$ cat config.mk
export PLATFORM = sky130hd
export DESIGN_NAME = sfifo_prog
export DESIGN_NICKNAME = d
export VERILOG_FILES = /design/src/rtl/sfifo_prog.sv
export SDC_FILE = /design/constraint.sdc
export NUM_CORES = 1
export LEC_CHECK = 0
export ABC_AREA = 1
export CAP_MARGIN = 20
export CELL_PAD_IN_SITES_DETAIL_PLACEMENT = 0
export CELL_PAD_IN_SITES_GLOBAL_PLACEMENT = 1
export CORE_MARGIN = 1.5
export CORE_UTILIZATION = 53
export DETAILED_ROUTE_END_ITERATION = 12
export HOLD_SLACK_MARGIN = 0.06
export PLACE_DENSITY = 0.95
export SLEW_MARGIN = 10
export SYNTH_ARGS = -nofsm -noshare
export SYNTH_HDL_FRONTEND = slang
export SYNTH_SLANG_ARGS = --single-unit
$ cat constraint.sdc
create_clock -name clk -period 8.5 [get_ports clk]
set_clock_uncertainty 0.2 [all_clocks]
set_input_delay 1.7 -clock clk [delete_from_list [all_inputs] [get_ports clk]]
set_output_delay 1.7 -clock clk [all_outputs]
set_load 0.005 [all_outputs]
$ cat src/rtl/sfifo_prog.sv
// sfifo_prog: single-clock FIFO with programmable almost-full/almost-empty
// thresholds, occupancy count, sticky overflow/underflow flags and a
// synchronous flush. The read mode is selected at elaboration time.
//
// Ports:
//   clk, arst_n       clock and asynchronous active-low reset
//   flush             synchronous clear of pointers and count
//   wren, wdata       write request and data
//   rden, rdata       read request and data (registered or fall-through)
//   af_level/ae_level runtime almost-full / almost-empty thresholds
//   count             current occupancy
//   full, pre_full, almost_full, empty, pre_empty, almost_empty
//                     status flags derived from the registered count only
//   overflow/underflow sticky error flags, cleared by clr_err
module sfifo_prog #(
    parameter int DATA_WIDTH   = 32,
    parameter int NUM_ELEMENTS = 16,
    parameter int FWFT         = 0,
    parameter int CNT_W        = $clog2(NUM_ELEMENTS + 1)
) (
    input  logic                  clk,
    input  logic                  arst_n,
    input  logic                  flush,
    input  logic                  wren,
    input  logic [DATA_WIDTH-1:0] wdata,
    output logic                  pre_full,
    output logic                  full,
    output logic                  almost_full,
    input  logic                  rden,
    output logic [DATA_WIDTH-1:0] rdata,
    output logic                  pre_empty,
    output logic                  empty,
    output logic                  almost_empty,
    input  logic [CNT_W-1:0]      af_level,
    input  logic [CNT_W-1:0]      ae_level,
    output logic [CNT_W-1:0]      count,
    output logic                  overflow,
    output logic                  underflow,
    input  logic                  clr_err
);

    localparam int PTR_W = (NUM_ELEMENTS > 1) ? $clog2(NUM_ELEMENTS) : 1;
    localparam logic [PTR_W-1:0] PTR_LAST = PTR_W'(NUM_ELEMENTS - 1);
    localparam logic [CNT_W-1:0] CNT_FULL = CNT_W'(NUM_ELEMENTS);
    localparam logic [CNT_W-1:0] CNT_PRE  = CNT_W'(NUM_ELEMENTS - 1);
    localparam logic [CNT_W-1:0] CNT_ONE  = CNT_W'(1);

    logic [DATA_WIDTH-1:0] mem_q [NUM_ELEMENTS];

    logic [PTR_W-1:0]      wr_ptr_q, wr_ptr_d;
    logic [PTR_W-1:0]      rd_ptr_q, rd_ptr_d;
    logic [CNT_W-1:0]      count_q, count_d;
    logic [DATA_WIDTH-1:0] rdata_q, rdata_d;
    logic                  overflow_q, overflow_d;
    logic                  underflow_q, underflow_d;

    logic                  wr_acc_s;
    logic                  rd_acc_s;
    logic                  full_s;
    logic                  empty_s;

    // Status flags: functions of the registered count and level inputs only.
    always_comb begin
        full_s       = (count_q == CNT_FULL);
        empty_s      = (count_q == {CNT_W{1'b0}});
        full         = full_s;
        empty        = empty_s;
        pre_full     = (count_q == CNT_PRE);
        pre_empty    = (count_q == CNT_ONE);
        // af_level above the depth can never be reached, so no special case
        almost_full  = (count_q >= af_level);
        almost_empty = (count_q <= ae_level);
        count        = count_q;
        overflow     = overflow_q;
        underflow    = underflow_q;
    end

    // Next-state: acceptance, pointer wrap, count, read register, error flags.
    always_comb begin
        wr_acc_s    = wren && !full_s && !flush;
        rd_acc_s    = rden && !empty_s && !flush;
        wr_ptr_d    = wr_ptr_q;
        rd_ptr_d    = rd_ptr_q;
        count_d     = count_q;
        rdata_d     = rdata_q;
        overflow_d  = overflow_q;
        underflow_d = underflow_q;

        if (flush) begin
            wr_ptr_d = {PTR_W{1'b0}};
            rd_ptr_d = {PTR_W{1'b0}};
            count_d  = {CNT_W{1'b0}};
        end else begin
            if (wr_acc_s) begin
                wr_ptr_d = (wr_ptr_q == PTR_LAST) ? {PTR_W{1'b0}} : wr_ptr_q + 1'b1;
            end else begin
                wr_ptr_d = wr_ptr_q;
            end
            if (rd_acc_s) begin
                rd_ptr_d = (rd_ptr_q == PTR_LAST) ? {PTR_W{1'b0}} : rd_ptr_q + 1'b1;
            end else begin
                rd_ptr_d = rd_ptr_q;
            end
            case ({wr_acc_s, rd_acc_s})
                2'b10:   count_d = count_q + 1'b1;
                2'b01:   count_d = count_q - 1'b1;
                default: count_d = count_q;
            endcase
        end

        // In registered mode this is the output word; in fall-through mode it
        // is the last popped word shown while the FIFO is empty.
        if (rd_acc_s) begin
            rdata_d = mem_q[rd_ptr_q];
        end else begin
            rdata_d = rdata_q;
        end

        // Set has priority over clear.
        if (wren && full_s && !flush) begin
            overflow_d = 1'b1;
        end else if (clr_err) begin
            overflow_d = 1'b0;
        end else begin
            overflow_d = overflow_q;
        end
        if (rden && empty_s && !flush) begin
            underflow_d = 1'b1;
        end else if (clr_err) begin
            underflow_d = 1'b0;
        end else begin
            underflow_d = underflow_q;
        end
    end

    // Control state registers with asynchronous reset.
    always_ff @(posedge clk or negedge arst_n) begin
        if (!arst_n) begin
            wr_ptr_q    <= {PTR_W{1'b0}};
            rd_ptr_q    <= {PTR_W{1'b0}};
            count_q     <= {CNT_W{1'b0}};
            rdata_q     <= {DATA_WIDTH{1'b0}};
            overflow_q  <= 1'b0;
            underflow_q <= 1'b0;
        end else begin
            wr_ptr_q    <= wr_ptr_d;
            rd_ptr_q    <= rd_ptr_d;
            count_q     <= count_d;
            rdata_q     <= rdata_d;
            overflow_q  <= overflow_d;
            underflow_q <= underflow_d;
        end
    end

    // Storage array; contents deliberately survive reset and flush.
    always_ff @(posedge clk) begin
        if (wr_acc_s) begin
            mem_q[wr_ptr_q] <= wdata;
        end
    end

    // Read data mux: fall-through shows the head entry whenever one exists.
    generate
        if (FWFT != 0) begin : g_fwft
            always_comb begin
                if (!empty_s) begin
                    rdata = mem_q[rd_ptr_q];
                end else begin
                    rdata = rdata_q;
                end
            end
        end else begin : g_reg
            always_comb begin
                rdata = rdata_q;
            end
        end
    endgenerate

endmodule

==> impl_metrics.ini <==
[final_layout]
final_util_pct = 61.3
area_growth_pct = 13.6
drive_gt1_share_pct = 6.37
regArea_mm2 = 0.0166
multi_input_area_mm2 = 0.00570
final_common_cell = nand2_1
nets = 2131
fillers = 3186
final_cell_mix = 841 x nand2_1, 512 x edfxtp_1, 268 x nand3_1

[logic_synthesis]
synth-seq-cells = 559
yosysTopAreaCell = edfxtp_1
ys_warn_count = 0
synth_cells = 1992
syn_nets = 2060
ys_top_cells_by_area = edfxtp_1 67%, nand2_1 14%, nand3_1 5.9%
synth_area_mm2 = 0.0228
seq_area_frac_synth_pct = 72.6
synth_area_per_cell_um2 = 11.4
yosysUniqueCellTypes = 29
synth_top_area_share_pct = 67.4

[pwr]
max-vdd-ir-drop_uv = 170
power_density_mw_per_mm2 = 273
p_total_mw = 7.06
power_leakage_nw = 9.87

[critical_path]
startpoint_type = input pin
r2r_setup_slack_ns = 4.35
end_kind = primary output
crit_fanout = 3
r2r_start = rd_ptr_q[0]$_DFFE_PN0P_
ff2ff_path_depth = 9
r2r_end = rdata[10]$_DFFE_PN0P_
cp_data_arrival_time_ns = 3.50
cp_data_required_time_ns = 6.60
worstSetupPathType = input pin to primary output

[global_route]
antenna_found_initial = 1
grt_overflow = 0
grt_pass1_wl_mm = 83.6
grt_max_degree = 128
grt_pass1_vias = 14800
grt_usage_pct = 24.8

[timing]
post-route-min-period_ns = 5.40
drv_slew = 0
rsz0062_at_grt = no
setup_ws_ns = 3.10
setup_viol = 0
worstMarginPinSlew_ns = 1.11
hold_violations = 0
relSlewSlack_pct = 25.9
setup_tns_ns = 0
fmax_mhz = 185
period_share_pct = 63.5

[floorplanning]
ioPinCount = 93
num_rows = 75
die_area_mm2 = 0.0443
core_area_mm2 = 0.0422
dieHeight_um = 210
start_util_pct = 54.0
die_w_um = 210

[place]
port_buffers = 92
place_congestion = 0.787
hpwl_mm = 28.0
dp_slack_ns = 3.07

[cts]
cts_buffers = 55
path_clk_slew_ns = 0.06
cts_buffer_depth = 3
cts_tree = yes
h-tree-depth = 2
cts_num_sinks = 559
clk-insertion-delay-late_ns = 0.59
hold_buffers = 0
postCtsSetupBuffers = 0
cts-resized-gates = 0
clock-root-buffer = clkbuf_16

[drt]
dr.pass1.iters = 5
drcViolationCount = 0
routedWlPerCell_um = 20.4
drt_iter0_markers = 1758
antenna_left = 0
wl_mm = 53.9
route.vias.total = 15000
viasPerCell = 5.68

[worst_hold_path]
hold_end = rdata[26]$_DFFE_PN0P_
hold_start = rdata[26]$_DFFE_PN0P_
holdPathStages = 2
hold_path_class = flip-flop to flip-flop

[flow_run]
cap_violations = 0

[outcome]
status = completed
-- flip-flops by register name (all words and copies together), names as in the netlist --
signal,flops
count,5
wr_ptr_q,4
mem_q,512
rd_ptr_q,4
rdata,32
overflow,1
underflow,1
-- cells in the mapped netlist --
library cell and number:
nand3b_1 1, nand2_4 1, buf_2 74, nor2_4 2, o21a_1 1, xor2_1 3, clkbuf_1 15, clkinv_1 1
inv_1 28, nor2_1 57, o311ai_0 1, nand3_1 268, ha_1 20, buf_1 4, edfxtp_1 512, o221ai_1 1
a21oi_1 68, o21ai_0 10, nor3_1 1, o22ai_1 3, inv_2 6, buf_6 3, nand3_2 2, nand2_1 841
nand2_2 3, xnor2_1 3, buf_4 9, nand4_1 7, dfrtp_1 47
-- worst max path at each step --
stage / start / to / slack (ns) / cells after the start
after global routing: af_level[4] / almost_full / 3.00 / 6
after floorplan: af_level[4] / almost_full / 4.15 / 4
after global placement: af_level[4] / almost_full / 3.15 / 6
after CTS: af_level[4] / almost_full / 3.07 / 6
final: af_level[4] / almost_full / 3.10 / 6
after detailed placement: af_level[4] / almost_full / 3.07 / 6
-- logic make-up after synthesis --
kind of cell | count (synthesis) | share of synthesized area (%)
AO/OA/AOI/OAI | 84 | 1.90
flip-flops | 559 | 72.6
AND/OR/NAND/NOR | 1183 | 21.2
XOR/XNOR | 6 | 0.230
adder cells (fa/ha/maj) | 20 | 1.10
buffers and inverters | 140 | 2.96
-- metrics by stage --
step	instances	hold WS, ns	cell area (µm²)
final	2645	0.284	25900
after global routing	2644	0.320	25900
after CTS	2642	0.289	25800
after detailed placement	2543	0.272	24200
after global placement	2541	0.273	24200
after floorplan	1992	0.273	22800
-- worst max-delay path: stages --
cell	delay, ns
clkdlybuf4s50_1	0.47
inv_1	0.04
ha_1	0.31
nand2_1	0.08
o311ai_0	0.34
clkdlybuf4s50_1	0.56
-- per-layer routing --
layer  part of all wire (%)  GRT usage [%]  vias up
met5                      0              0        -
met2                     49           41.2      715
met3                    8.8           3.55      100
li1                       -              -     6959
met1                     40           33.8     7250
met4                    2.6           8.72        0
-- area by class of cell --
class / count / share of cell area [%]
antenna: 1 / 0.00966
tap: 539 / 2.60
clock inverter: 29 / 0.705
inverter: 35 / 0.527
timing repair buffer: 119 / 4.57
sequential: 559 / 63.9
multi-input combinational: 1293 / 22.0
clock buffer: 70 / 5.65
-- where the power goes --
part	total [mW]	internal (mW)	switching [mW]	leakage [nW]
Clock	2.25	1.27	0.982	0.809
Sequential	3.29	3.12	0.166	5.21
Combinational	1.52	0.551	0.970	3.85
Total	7.06	4.94	2.12	9.87
Note: power is estimated with default switching activity, not from simulation.
